[config.mk]
export PLATFORM = sky130hd
export DESIGN_NAME = mem_reader
export DESIGN_NICKNAME = d
export VERILOG_FILES = /design/src/rtl/mem_reader.sv
export SDC_FILE = /design/constraint.sdc
export NUM_CORES = 1
export LEC_CHECK = 0
export CORE_MARGIN = 2
export CORE_UTILIZATION = 30
export DETAILED_ROUTE_END_ITERATION = 7
export PLACE_DENSITY = 0.66
export SLEW_MARGIN = 10
export SYNTH_ARGS = -nofsm -noshare
export SYNTH_HDL_FRONTEND = slang
export SYNTH_SLANG_ARGS = --single-unit
[constraint.sdc]
create_clock -name clk -period 1.76 [get_ports clk]
set_input_delay 0.528 -clock clk [delete_from_list [all_inputs] [get_ports clk]]
set_output_delay 0.528 -clock clk [all_outputs]
set_load 0.01 [all_outputs]
[src/rtl/mem_reader.sv]
// Dual-stream memory reader: fetches len word pairs from base_a+i / base_b+i (each address
// wrapping at DEPTH) through a 2-entry skid FIFO onto a valid/ready output stream.
// Optional abort input: define MEM_READER_ABORT_EN.
module mem_reader #(
  parameter int unsigned ADDR_WIDTH = 4,
  parameter int unsigned DATA_WIDTH = 16,
  parameter int unsigned DEPTH      = 16
) (
  input  logic                  clk,
  input  logic                  rst_n,
  input  logic                  start,
  input  logic [ADDR_WIDTH-1:0] base_a,
  input  logic [ADDR_WIDTH-1:0] base_b,
  input  logic [ADDR_WIDTH:0]   len,
`ifdef MEM_READER_ABORT_EN
  input  logic                  abort,
`endif
  output logic [ADDR_WIDTH-1:0] read_addr_1,
  output logic [ADDR_WIDTH-1:0] read_addr_2,
  input  logic [DATA_WIDTH-1:0] read_data_1,
  input  logic [DATA_WIDTH-1:0] read_data_2,
  output logic                  out_valid,
  input  logic                  out_ready,
  output logic [DATA_WIDTH-1:0] out_a,
  output logic [DATA_WIDTH-1:0] out_b,
  output logic                  out_last,
  output logic                  busy,
  output logic                  done
);

  localparam logic [ADDR_WIDTH-1:0] AddrMax = ADDR_WIDTH'(DEPTH - 1);

  typedef enum logic [1:0] {StIdle, StFetch, StDrain, StFinish} state_e;

  state_e                         state_q, state_d;
  logic [ADDR_WIDTH-1:0]          addr_a_q, addr_a_d;
  logic [ADDR_WIDTH-1:0]          addr_b_q, addr_b_d;
  logic [ADDR_WIDTH:0]            rem_q, rem_d;
  logic [1:0][DATA_WIDTH-1:0]     fifo_a_q, fifo_a_d;
  logic [1:0][DATA_WIDTH-1:0]     fifo_b_q, fifo_b_d;
  logic [1:0]                     fifo_last_q, fifo_last_d;
  logic                           wr_ptr_q, wr_ptr_d;
  logic                           rd_ptr_q, rd_ptr_d;
  logic [1:0]                     count_q, count_d;

  logic issue;
  logic pop;

  function automatic logic [ADDR_WIDTH-1:0] next_addr(input logic [ADDR_WIDTH-1:0] a);
    return (a == AddrMax) ? '0 : a + 1'b1;
  endfunction

  // A read is in flight only during its issue cycle (data lands at the closing edge), so
  // FIFO occupancy alone bounds outstanding data to two entries.
  assign issue = (state_q == StFetch) && (count_q != 2'd2);
  assign pop   = out_valid && out_ready;

  // Next-state logic for the job FSM, address/length counters and the output FIFO.
  always_comb begin
    state_d     = state_q;
    addr_a_d    = addr_a_q;
    addr_b_d    = addr_b_q;
    rem_d       = rem_q;
    fifo_a_d    = fifo_a_q;
    fifo_b_d    = fifo_b_q;
    fifo_last_d = fifo_last_q;
    wr_ptr_d    = wr_ptr_q;
    rd_ptr_d    = rd_ptr_q;
    count_d     = count_q;

    unique case (state_q)
      StIdle: begin
        if (start) begin
          if (len == '0) begin
            state_d = StFinish;
          end else begin
            state_d  = StFetch;
            addr_a_d = base_a;
            addr_b_d = base_b;
            rem_d    = len;
          end
        end
      end
      StFetch: begin
        if (issue) begin
          rem_d = rem_q - 1'b1;
          if (rem_q == 1) begin
            state_d = StDrain;
          end else begin
            addr_a_d = next_addr(addr_a_q);
            addr_b_d = next_addr(addr_b_q);
          end
        end
      end
      StDrain: begin
        if (pop && fifo_last_q[rd_ptr_q]) begin
          state_d = StFinish;
        end
      end
      StFinish: begin
        state_d = StIdle;
      end
      default: state_d = StIdle;
    endcase

    if (issue) begin
      fifo_a_d[wr_ptr_q]    = read_data_1;
      fifo_b_d[wr_ptr_q]    = read_data_2;
      fifo_last_d[wr_ptr_q] = (rem_q == 1);
      wr_ptr_d              = ~wr_ptr_q;
    end
    if (pop) begin
      rd_ptr_d = ~rd_ptr_q;
    end
    unique case ({issue, pop})
      2'b10:   count_d = count_q + 2'd1;
      2'b01:   count_d = count_q - 2'd1;
      default: count_d = count_q;
    endcase

`ifdef MEM_READER_ABORT_EN
    // Abort drops the job outright: FIFO and any read landing this edge are discarded.
    if (abort && ((state_q == StFetch) || (state_q == StDrain))) begin
      state_d  = StIdle;
      rem_d    = '0;
      wr_ptr_d = 1'b0;
      rd_ptr_d = 1'b0;
      count_d  = 2'd0;
    end
`endif
  end

  // State registers with asynchronous clear.
  always_ff @(posedge clk or negedge rst_n) begin
    if (!rst_n) begin
      state_q     <= StIdle;
      addr_a_q    <= '0;
      addr_b_q    <= '0;
      rem_q       <= '0;
      fifo_a_q    <= '0;
      fifo_b_q    <= '0;
      fifo_last_q <= '0;
      wr_ptr_q    <= 1'b0;
      rd_ptr_q    <= 1'b0;
      count_q     <= 2'd0;
    end else begin
      state_q     <= state_d;
      addr_a_q    <= addr_a_d;
      addr_b_q    <= addr_b_d;
      rem_q       <= rem_d;
      fifo_a_q    <= fifo_a_d;
      fifo_b_q    <= fifo_b_d;
      fifo_last_q <= fifo_last_d;
      wr_ptr_q    <= wr_ptr_d;
      rd_ptr_q    <= rd_ptr_d;
      count_q     <= count_d;
    end
  end

  // Outputs: FIFO head, status flags and the registered read addresses.
  always_comb begin
    read_addr_1 = addr_a_q;
    read_addr_2 = addr_b_q;
    out_valid   = (count_q != 2'd0);
    out_a       = fifo_a_q[rd_ptr_q];
    out_b       = fifo_b_q[rd_ptr_q];
    out_last    = fifo_last_q[rd_ptr_q] && (count_q != 2'd0);
    busy        = (state_q != StIdle);
    done        = (state_q == StFinish);
  end

endmodule

# Yosys cells after proc, flatten, opt, wreduce, memory -nomap -nowiden

Index checks and enable logic that the tools add are counted.

Input port bits: 49
Flip-flop bits (word level): 85
Output and inout bits: 44
Logic and storage cells: 87

Bitwise gates (word level): 2
$add $sub $neg: 5
Magnitude comparators: 3
Equal/unequal tests: 15
Reductions and logical operators: 14
Multiplexer cells: 36

Operators with widths:

| cell                                                                          | count |
|---|---|
| 16-bit 2-to-1 mux                                                             | 5 |
| 32-bit bitwise mux                                                            | 2 |
| 4-bit 2-to-1 mux                                                              | 10 |
| 16-bit demux with 1-bit select                                                | 1 |
| 4-bit case mux with 2 select lines                                            | 2 |
| 5-bit 2-to-1 mux                                                              | 3 |
| 2-bit != test (second input constant)                                         | 6 |
| 2-bit 2-to-1 mux                                                              | 5 |
| 5-bit case mux with 2 select lines                                            | 1 |
| 4-bit by 1-bit adder with 4-bit output (second input constant)                | 2 |
| 4-bit equality test (second input constant)                                   | 2 |
| 2-bit case mux with 4 select lines                                            | 1 |
| 4-bit AND reduction                                                           | 2 |
| 2-bit nonzero test                                                            | 4 |
| 2-bit equality test (second input constant)                                   | 3 |
| 5-bit by 1-bit equality test with 1-bit output (second input constant)        | 1 |
| 1-bit logical AND                                                             | 5 |
| 5-bit logical NOT                                                             | 1 |
| 5-bit AND reduction                                                           | 1 |
| 5-bit by 1-bit subtractor with 5-bit output (second input constant)           | 1 |
| 2-bit by 1-bit equality test with 1-bit output (second input constant)        | 2 |
| 1-bit by 2-bit less-than comparator with 1-bit output (second input constant) | 2 |
| 2-bit case mux with 2 select lines                                            | 1 |
| 1-bit 2-to-1 mux                                                              | 3 |
| 8 further kinds                                                               | 9 |

# Logic depth before layout (Yosys ltp)

Gate-level depths: netlist of run 1.

Word-level depth: 5
Mapped depth: 8
Mapped depth without buffers: 7

# Least setup slack after synthesis of run 1

OpenSTA, ideal clock, no wires.

Kind: flip-flop to flip-flop
Start: register rem_q[1]
End: register addr_a_q[0], in the netlist read_addr_1[0]
Clock period less this slack: 1.922 ns
Data arrival time: 1.797 ns
Setup time: 0.125 ns
Data required time: 1.635 ns
Path slack: -0.162 ns
Path buffers: 2
Cell stages (with the launch flop): 9
Path through: dfrtp_1 > inv_1 > ha_1 > or4b_1 > buf_6 > a21oi_2 > or2_1 > buf_6 > mux2_4

Word-level cells in the longest chain between the ends: 3

Ends and longest elaborated chain:

| item                                           | RTL line | text |
|---|---|---|
| from (decl)                                    | 38       | `logic [ADDR_WIDTH:0] rem_q, rem_d;` |
| from (signal assigned)                         | 150      | `rem_q <= rem_d;` |
| 5-bit by 1-bit equality test with 1-bit output | 87       | `if (rem_q == 1) begin` |
| 2-bit != test (no source line)                 | -        |  |
| 5-bit AND reduction (no source line)           | -        |  |
| to (signal assigned)                           | 148      | `addr_a_q <= addr_a_d;` |
| to (decl)                                      | 36       | `logic [ADDR_WIDTH-1:0] addr_a_q, addr_a_d;` |

No other way between the ends.
A chain may end at the register's enable or synchronous reset.

# Worst setup path after layout of run 1

Start: register rd_ptr_q
End: output port out_a[13]

Word-level cells in the longest chain between the ends: 2

Ends and longest elaborated chain:

| item                                                 | RTL line | text |
|---|---|---|
| from (decl)                                          | 43       | `logic rd_ptr_q, rd_ptr_d;` |
| from (signal assigned)                               | 155      | `rd_ptr_q <= rd_ptr_d;` |
| 16-bit 2-to-1 mux (implied by the code) (2 in a row) | 165      | `out_a = fifo_a_q[rd_ptr_q];` |
| to (decl)                                            | 24       | `output logic [DATA_WIDTH-1:0] out_a,` |

No other way between the ends. The select of a mux whose other input is x is not followed.

==> impl_results.md, run 1 <==
* Dominant cell type by area after synthesis: dfrtp_1
* Async set-reset flop share out of synthesis at 1.00
* CTS tree: built
* Yosys reg bits at 85
* Initial antenna violation count at 0
* DP Wirelength at 6950 um
* Yosys warning count at 0
* Fmax at 495 MHz
* Most used DFF post-synth: dfrtp_1
* Chip Height at 122 um
* Worst setup path endpoint: out_a[13]
* Initial Util at 0.304
* Port Buffers at 92
* Worst R2R End: read_addr_2[1]
* Largest net degree at the start of global routing at 35
* Period utilization at 1.15
* CTS root buffer: clkbuf_16
* Avg Vias per Cell at 4.88
* RSZ-0062 raised after global routing: yes
* Die X at 122 um
* EDFF count, synth at 0
* Register area share after synthesis at 0.509
* Worst clock skew at 0.00645 ns
* DRC Markers at 0
* Clk Latency, worst-skew pair at 0.34 ns
* Pleak at 2.87 nW
* Total power at 14.1 mW
* GRT Total Usage at 0.148
* Fraction of layout cells with a size suffix above 1 at 0.524
* WL final at 10600 um
* TritonCTS Buffers at 9
* Max-Cap Viols at 0
* Top-Level Pins at 93
* Grt ovf at 0
* Hold Vio Cnt, Final at 0
* Vias at 3175
* Worst Tran Pin Value at 0.414 ns
* Power Dens Cells at 2170 mW/mm^2
* Area growth, synth to finish at 55.9%
* Post-layout nets at 525
* Antenna cells at 0
* Clk slew on worst S/H paths at 0.06 ns
* Post-synthesis net count at 383
* CP Max Fanout at 8
* Final setup vio count at 42
* R2R depth at 8
* Critical path startpoint category: register
* R2r setup slk at -0.12 ns
* First-pass GRT wire length at 17000 um
* Setup WS post-layout at -0.261 ns
* Outcome: finished, violations left
* Gate Count Post-Synth at 324
* Clk buf depth at 2
* Vias in the first global route at 3425
* Failing checks: setup timing
* Area of the core at 0.0137 sq mm
* Synth top area share at 0.509
* Min cycle time layout at 2.02 ns
* Commonest non-fill, non-tap cells in the layout: dfrtp_1 (82), mux2_2 (72), clkdlybuf4s50_1 (47)
* H-tree levels at 3
* Hold Crit Class: input port to async pin
* GPL Wtd Cong at 0.853
* TritonRoute pass-1 iters at 4
* Avg Synthesized Cell Area at 12.9 sq um
* Final antenna-violating net count at 0
* Netlist cell types at 44
* Largest cells by area after synthesis: dfrtp_1 (51%), mux2_2 (26%), ha_1 (3.0%)
* Synth Cell Area at 0.00418 sq mm
* Worst setup path start: rd_ptr_q
* Slew Viols, Final at 0
* Worst slew margin at 0.724
* WP data arrival at 1.49 ns
* Hold buffer count at cts at 0
* Worst EP required at 1.23 ns
* Worst Setup End Kind: output pin
* Commonest non-fill, non-tap cell in the layout: dfrtp_1
* WHS at 0.117 ns
* Reg2reg start: state_q[0]
* Initial DRC count at 112
* Number of cell rows at 43
* VDD IR-drop max at 0.000824 V
* Wirelength per Cell at 16.3 um
* CTS sink cnt at 85
* Die ar. at 0.0149 sq mm
* Worst Setup Path Type: register to output pin
state kept, by name (all words and copies together) (netlist names):
name and cells:
fifo_b_q 32, wr_ptr_q 1, fifo_a_q 32, fifo_last_q 2, rem_q 5, state_q 2
count_q 2, read_addr_1 4, rd_ptr_q 1, read_addr_2 4
metal layers:
metal / wire length (um) / GRT usage / vias to the layer above
met3: 539 / 0.0328 / 19
met1: 4510 / 0.177 / 1605
met5: 0 / 0 / -
met4: 231 / 0.0668 / 0
met2: 5360 / 0.255 / 90
li1: - / - / 1461
metrics by stage:
step / cells / cell area (sq um) / util / worst slack, ns / TNS (ns)
after floorplan: 324 / 4210 / - / -0.132 / -2.12
after global placement: 621 / 5640 / 0.411 / -0.412 / -11.62
after detailed placement: 621 / 5640 / 0.411 / -0.438 / -12.19
after CTS: 652 / 6320 / 0.460 / -0.357 / -10.05
after global routing: 651 / 6510 / 0.475 / -0.290 / -10.52
final: 651 / 6510 / 0.475 / -0.261 / -8.79
Yosys cell counts, types with 2 or more instances:
library cell / number
a21o_1: 6
a21oi_1: 8
a221oi_1: 2
a311oi_1: 2
a41oi_1: 2
buf_1: 3
buf_2: 5
buf_4: 3
buf_6: 2
clkbuf_1: 4
dfrtp_1: 85
ha_1: 10
inv_1: 11
mux2_2: 98
mux2_4: 4
mux2i_1: 3
nand2_1: 7
nand3_1: 3
nand4_1: 4
nor2_1: 12
nor2b_1: 4
nor3_1: 5
nor4_1: 4
o21ai_0: 8
o22ai_1: 2
o31ai_1: 6
xnor2_1: 4
what timing repair did:
action                                 in CTS  in global routing
pin swaps                                   9                 11
gates resized for setup                   220                 51
setup buffers                              15                  1
cloned                                      3                  0
setup endpoints to repair                  57                 72
endpoints found under the hold margin       0                  0
layout make-up:
class	count	area, sq um
clock buffer	12	267
clock inverter	4	77.6
fill	1227	7210
inverter	11	43.8
multi-input combinational	211	2230
sequential	85	2130
tap	180	225
timing repair buffer	148	1540
report_power, final:
part           switching, mW  internal (mW)
clock network          0.787           1.37
registers              0.601           2.99
logic                   3.33           5.02
total                   4.72           9.38
worst max-delay path: stages (launching register included):
cell and delay, ns:
dfrtp_2 0.42, buf_6 0.14, buf_16 0.15, mux2_4 0.31, buf_6 0.12
cell families (layout without fill, tap and decap cells):
| family | after synthesis | count (layout) | synth area share |
|---|---|---|---|
| AND/OR/NAND/NOR | 50 | 50 | 0.0650 |
| buffers and inverters | 28 | 175 | 0.0330 |
| multiplexers | 105 | 105 | 0.286 |
| AO/OA/AOI/OAI | 41 | 41 | 0.0662 |
| flip-flops | 85 | 85 | 0.509 |
| adder cells (fa/ha/maj) | 10 | 10 | 0.0300 |
| XOR/XNOR | 5 | 5 | 0.0105 |
how the worst min path moves through the flow:
stage               depth (start not counted)        endpoint  slack, ns
floorplan                                   0      count_q[0]       0.23
global placement                            2  fifo_last_q[1]       0.47
detailed placement                          1    fifo_b_q[10]       0.49
CTS                                         1    fifo_b_q[25]       0.12
global route                                1    fifo_b_q[10]       0.13
finish                                      1    fifo_b_q[25]       0.12
Power figures use the tool's default switching activity.
==> inputs of run 2 (changes only) <==
--- a/config.mk
+++ b/config.mk
@@ -5,10 +5,11 @@
 export SDC_FILE = /design/constraint.sdc
 export NUM_CORES = 1
 export LEC_CHECK = 0
+export ABC_AREA = 0
 export CORE_MARGIN = 2
-export CORE_UTILIZATION = 30
+export CORE_UTILIZATION = 46
 export DETAILED_ROUTE_END_ITERATION = 7
-export PLACE_DENSITY = 0.66
+export PLACE_DENSITY = 0.89
 export SLEW_MARGIN = 10
 export SYNTH_ARGS = -nofsm -noshare
 export SYNTH_HDL_FRONTEND = slang
==> run 2 against run 1 <==
The run still ends with setup timing left. Hold slack got worse by 0.038 ns. Fmax decreased by 1.5%. Critical path depth unchanged. Sequential power barely moved. Non-clock buffer count grew 12. Flip-flop and latch count unchanged. Die area decreased by 34%. Critical endpoint is now out_b[10].
==> impl_results.md, run 2 (synthesized netlist as in run 1, its figures left out) <==
* CTS tree: built (unchanged)
* Vias at 3319 (was 3175)
* DRC Markers at 0 (unchanged)
* Initial antenna violation count at 0 (unchanged)
* Post-layout util at 0.723 (was 0.475)
* DP Wirelength at 7050 um (was 6950 um)
* H-tree levels at 3 (unchanged)
* Largest net degree at the start of global routing at 32 (was 35)
* Initial Util at 0.476 (was 0.304)
* Commonest non-fill, non-tap cells in the layout: dfrtp_1 (81), mux2_2 (77), clkdlybuf4s50_1 (47), buf_4 (47), buf_6 (45) (was dfrtp_1 (82), mux2_2 (72), clkdlybuf4s50_1 (47))
* Outcome: finished, violations left (unchanged)
* Area of the core at 0.00876 sq mm (was 0.0137 sq mm)
* GRT Total Usage at 0.230 (was 0.148)
* Grt ovf at 0 (unchanged)
* RSZ-0062 raised after global routing: yes (unchanged)
* Hold Crit Class: input port to async pin (unchanged)
* Die X at 99.3 um (was 122 um)
* Min cycle time layout at 2.05 ns (was 2.02 ns)
* Final antenna-violating net count at 0 (unchanged)
* Max-Cap Viols at 0 (unchanged)
* Area growth, synth to finish at 51.8% (was 55.9%)
* TritonCTS Buffers at 9 (unchanged)
* CTS sink cnt at 85 (unchanged)
* WP data arrival at 1.52 ns (was 1.49 ns)
* Period utilization at 1.17 (was 1.15)
* Setup tns final at -9.37 ns (was -8.79 ns)
* Worst EP required at 1.23 ns (about the same)
* Chip Height at 99.3 um (was 122 um)
* Avg Vias per Cell at 5.62 (was 4.88)
* Biggest regs: fifo_a_q (32), fifo_b_q (32), rem_q (5) (unchanged)
* Top-Level Pins at 93 (unchanged)
* Clk Latency, worst-skew pair at 0.36 ns (was 0.34 ns)
* R2R depth at 8 (unchanged)
* TritonRoute pass-1 iters at 5 (was 4)
* Critical path startpoint category: register (unchanged)
* Post-layout nets at 537 (was 525)
* Failing checks: setup timing (unchanged)
* Antenna cells at 0 (unchanged)
* WL final at 11500 um (was 10600 um)
* Fraction of layout cells with a size suffix above 1 at 0.549 (was 0.524)
* Setup WS post-layout at -0.293 ns (was -0.261 ns)
* Clk buf depth at 2 (unchanged)
* CP Max Fanout at 7 (was 8)
* Final setup vio count at 43 (was 42)
* Power Dens Cells at 2150 mW/mm^2 (was 2170 mW/mm^2)
* Worst clock skew at 0.00820 ns (was 0.00645 ns)
* Worst Setup End Kind: output pin (unchanged)
* Worst Tran Pin Value at 0.388 ns (was 0.414 ns)
* Die ar. at 0.00985 sq mm (was 0.0149 sq mm)
* First-pass GRT wire length at 17600 um (was 17000 um)
* Worst Setup Path Type: register to output pin (unchanged)
* VDD IR-drop max at 0.00123 V (was 0.000824 V)
* Port Buffers at 92 (unchanged)
* Vias in the first global route at 3539 (was 3425)
* Number of cell rows at 34 (was 43)
* Initial DRC count at 148 (was 112)
* CTS root buffer: clkbuf_8 (was clkbuf_16)
* Slew Viols, Final at 0 (unchanged)
* Fmax at 487 MHz (was 495 MHz)
* Wirelength per Cell at 19.4 um (was 16.3 um)
* GPL Wtd Cong at 0.878 (was 0.853)
* Clk slew on worst S/H paths at 0.09 ns (was 0.06 ns)
* Pleak at 2.84 nW (was 2.87 nW)
* Hold Vio Cnt, Final at 0 (unchanged)
* Worst slew margin at 0.741 (was 0.724)
* Commonest non-fill, non-tap cell in the layout: dfrtp_1 (unchanged)
-- run 2: cell types whose count changed in the layout (fill, tap and decap cells not counted), moves of 5 or more --
cell	delta
clkbuf_8	+7
mux2_4	-5
mux2_2	+5
buf_4	+10
clkbuf_16	-9
-- run 2: path summary, 6_finish.rpt --
kind,slack [ns],endpoint,startpoint
setup / recovery,-0.29,out_b[10],rd_ptr_q
hold / removal,0.08,fifo_b_q[6],rst_n
setup reg to reg,-0.12,read_addr_2[1],state_q[0]
hold reg to reg,0.51,fifo_a_q[16],fifo_a_q[16]
max in group asynchronous,1.17,fifo_a_q[23],rst_n
min in group clk,0.51,fifo_a_q[16],fifo_a_q[16]
-- run 2: critical path: stages, from the launching register on --
cell and delay (ns):
dfrtp_2 0.45, buf_6 0.15, buf_12 0.14, mux2_4 0.31, buf_6 0.13
-- run 2: area by class of cell --
class	instances	area [sq um]
fill	572	2420
timing repair buffer	160	1640
sequential	85	2130
multi-input combinational	211	2200
inverter	11	46.3
clock inverter	6	53.8
clock buffer	10	138
tap	108	135
-- run 2: what timing repair did --
item / in CTS / in global routing
pin swaps: 9 / 8
setup endpoints to repair: 89 / 51
gates cloned: 3 / 0
buffers inserted: 15 / 7
gates resized for setup: 196 / 82
hold buffers: 0 / 0
-- run 2: metal layers --
| layer | vias up | share of wire | GRT usage |
|---|---|---|---|
| li1 | 1482 | - | - |
| met1 | 1653 | 0.38 | 0.272 |
| met2 | 156 | 0.53 | 0.413 |
| met3 | 28 | 0.062 | 0.0576 |
| met4 | 0 | 0.027 | 0.0674 |
| met5 | - | 0 | 0 |
-- run 2: through the flow --
stage          worst slack (ns)  hold slack, ns  std cells  power, mW  area (sq um)
2_1_floorplan            -0.132           0.232        324       7.49          4210
3_3_place_gp             -0.399           0.462        552       10.2          5570
3_5_place_dp             -0.493           0.472        552       10.5          5570
4_1_cts                  -0.369          0.0712        585       12.7          6090
5_1_grt                  -0.351          0.0759        591       14.4          6340
6_report                 -0.293          0.0795        591       13.7          6340
-- run 2: power breakdown --
group          leakage, nW  switching [mW]  internal (mW)
registers            0.997           0.629           2.99
logic                 1.74            3.55           5.16
clock network       0.0954           0.748          0.576
total                 2.84            4.93           8.72
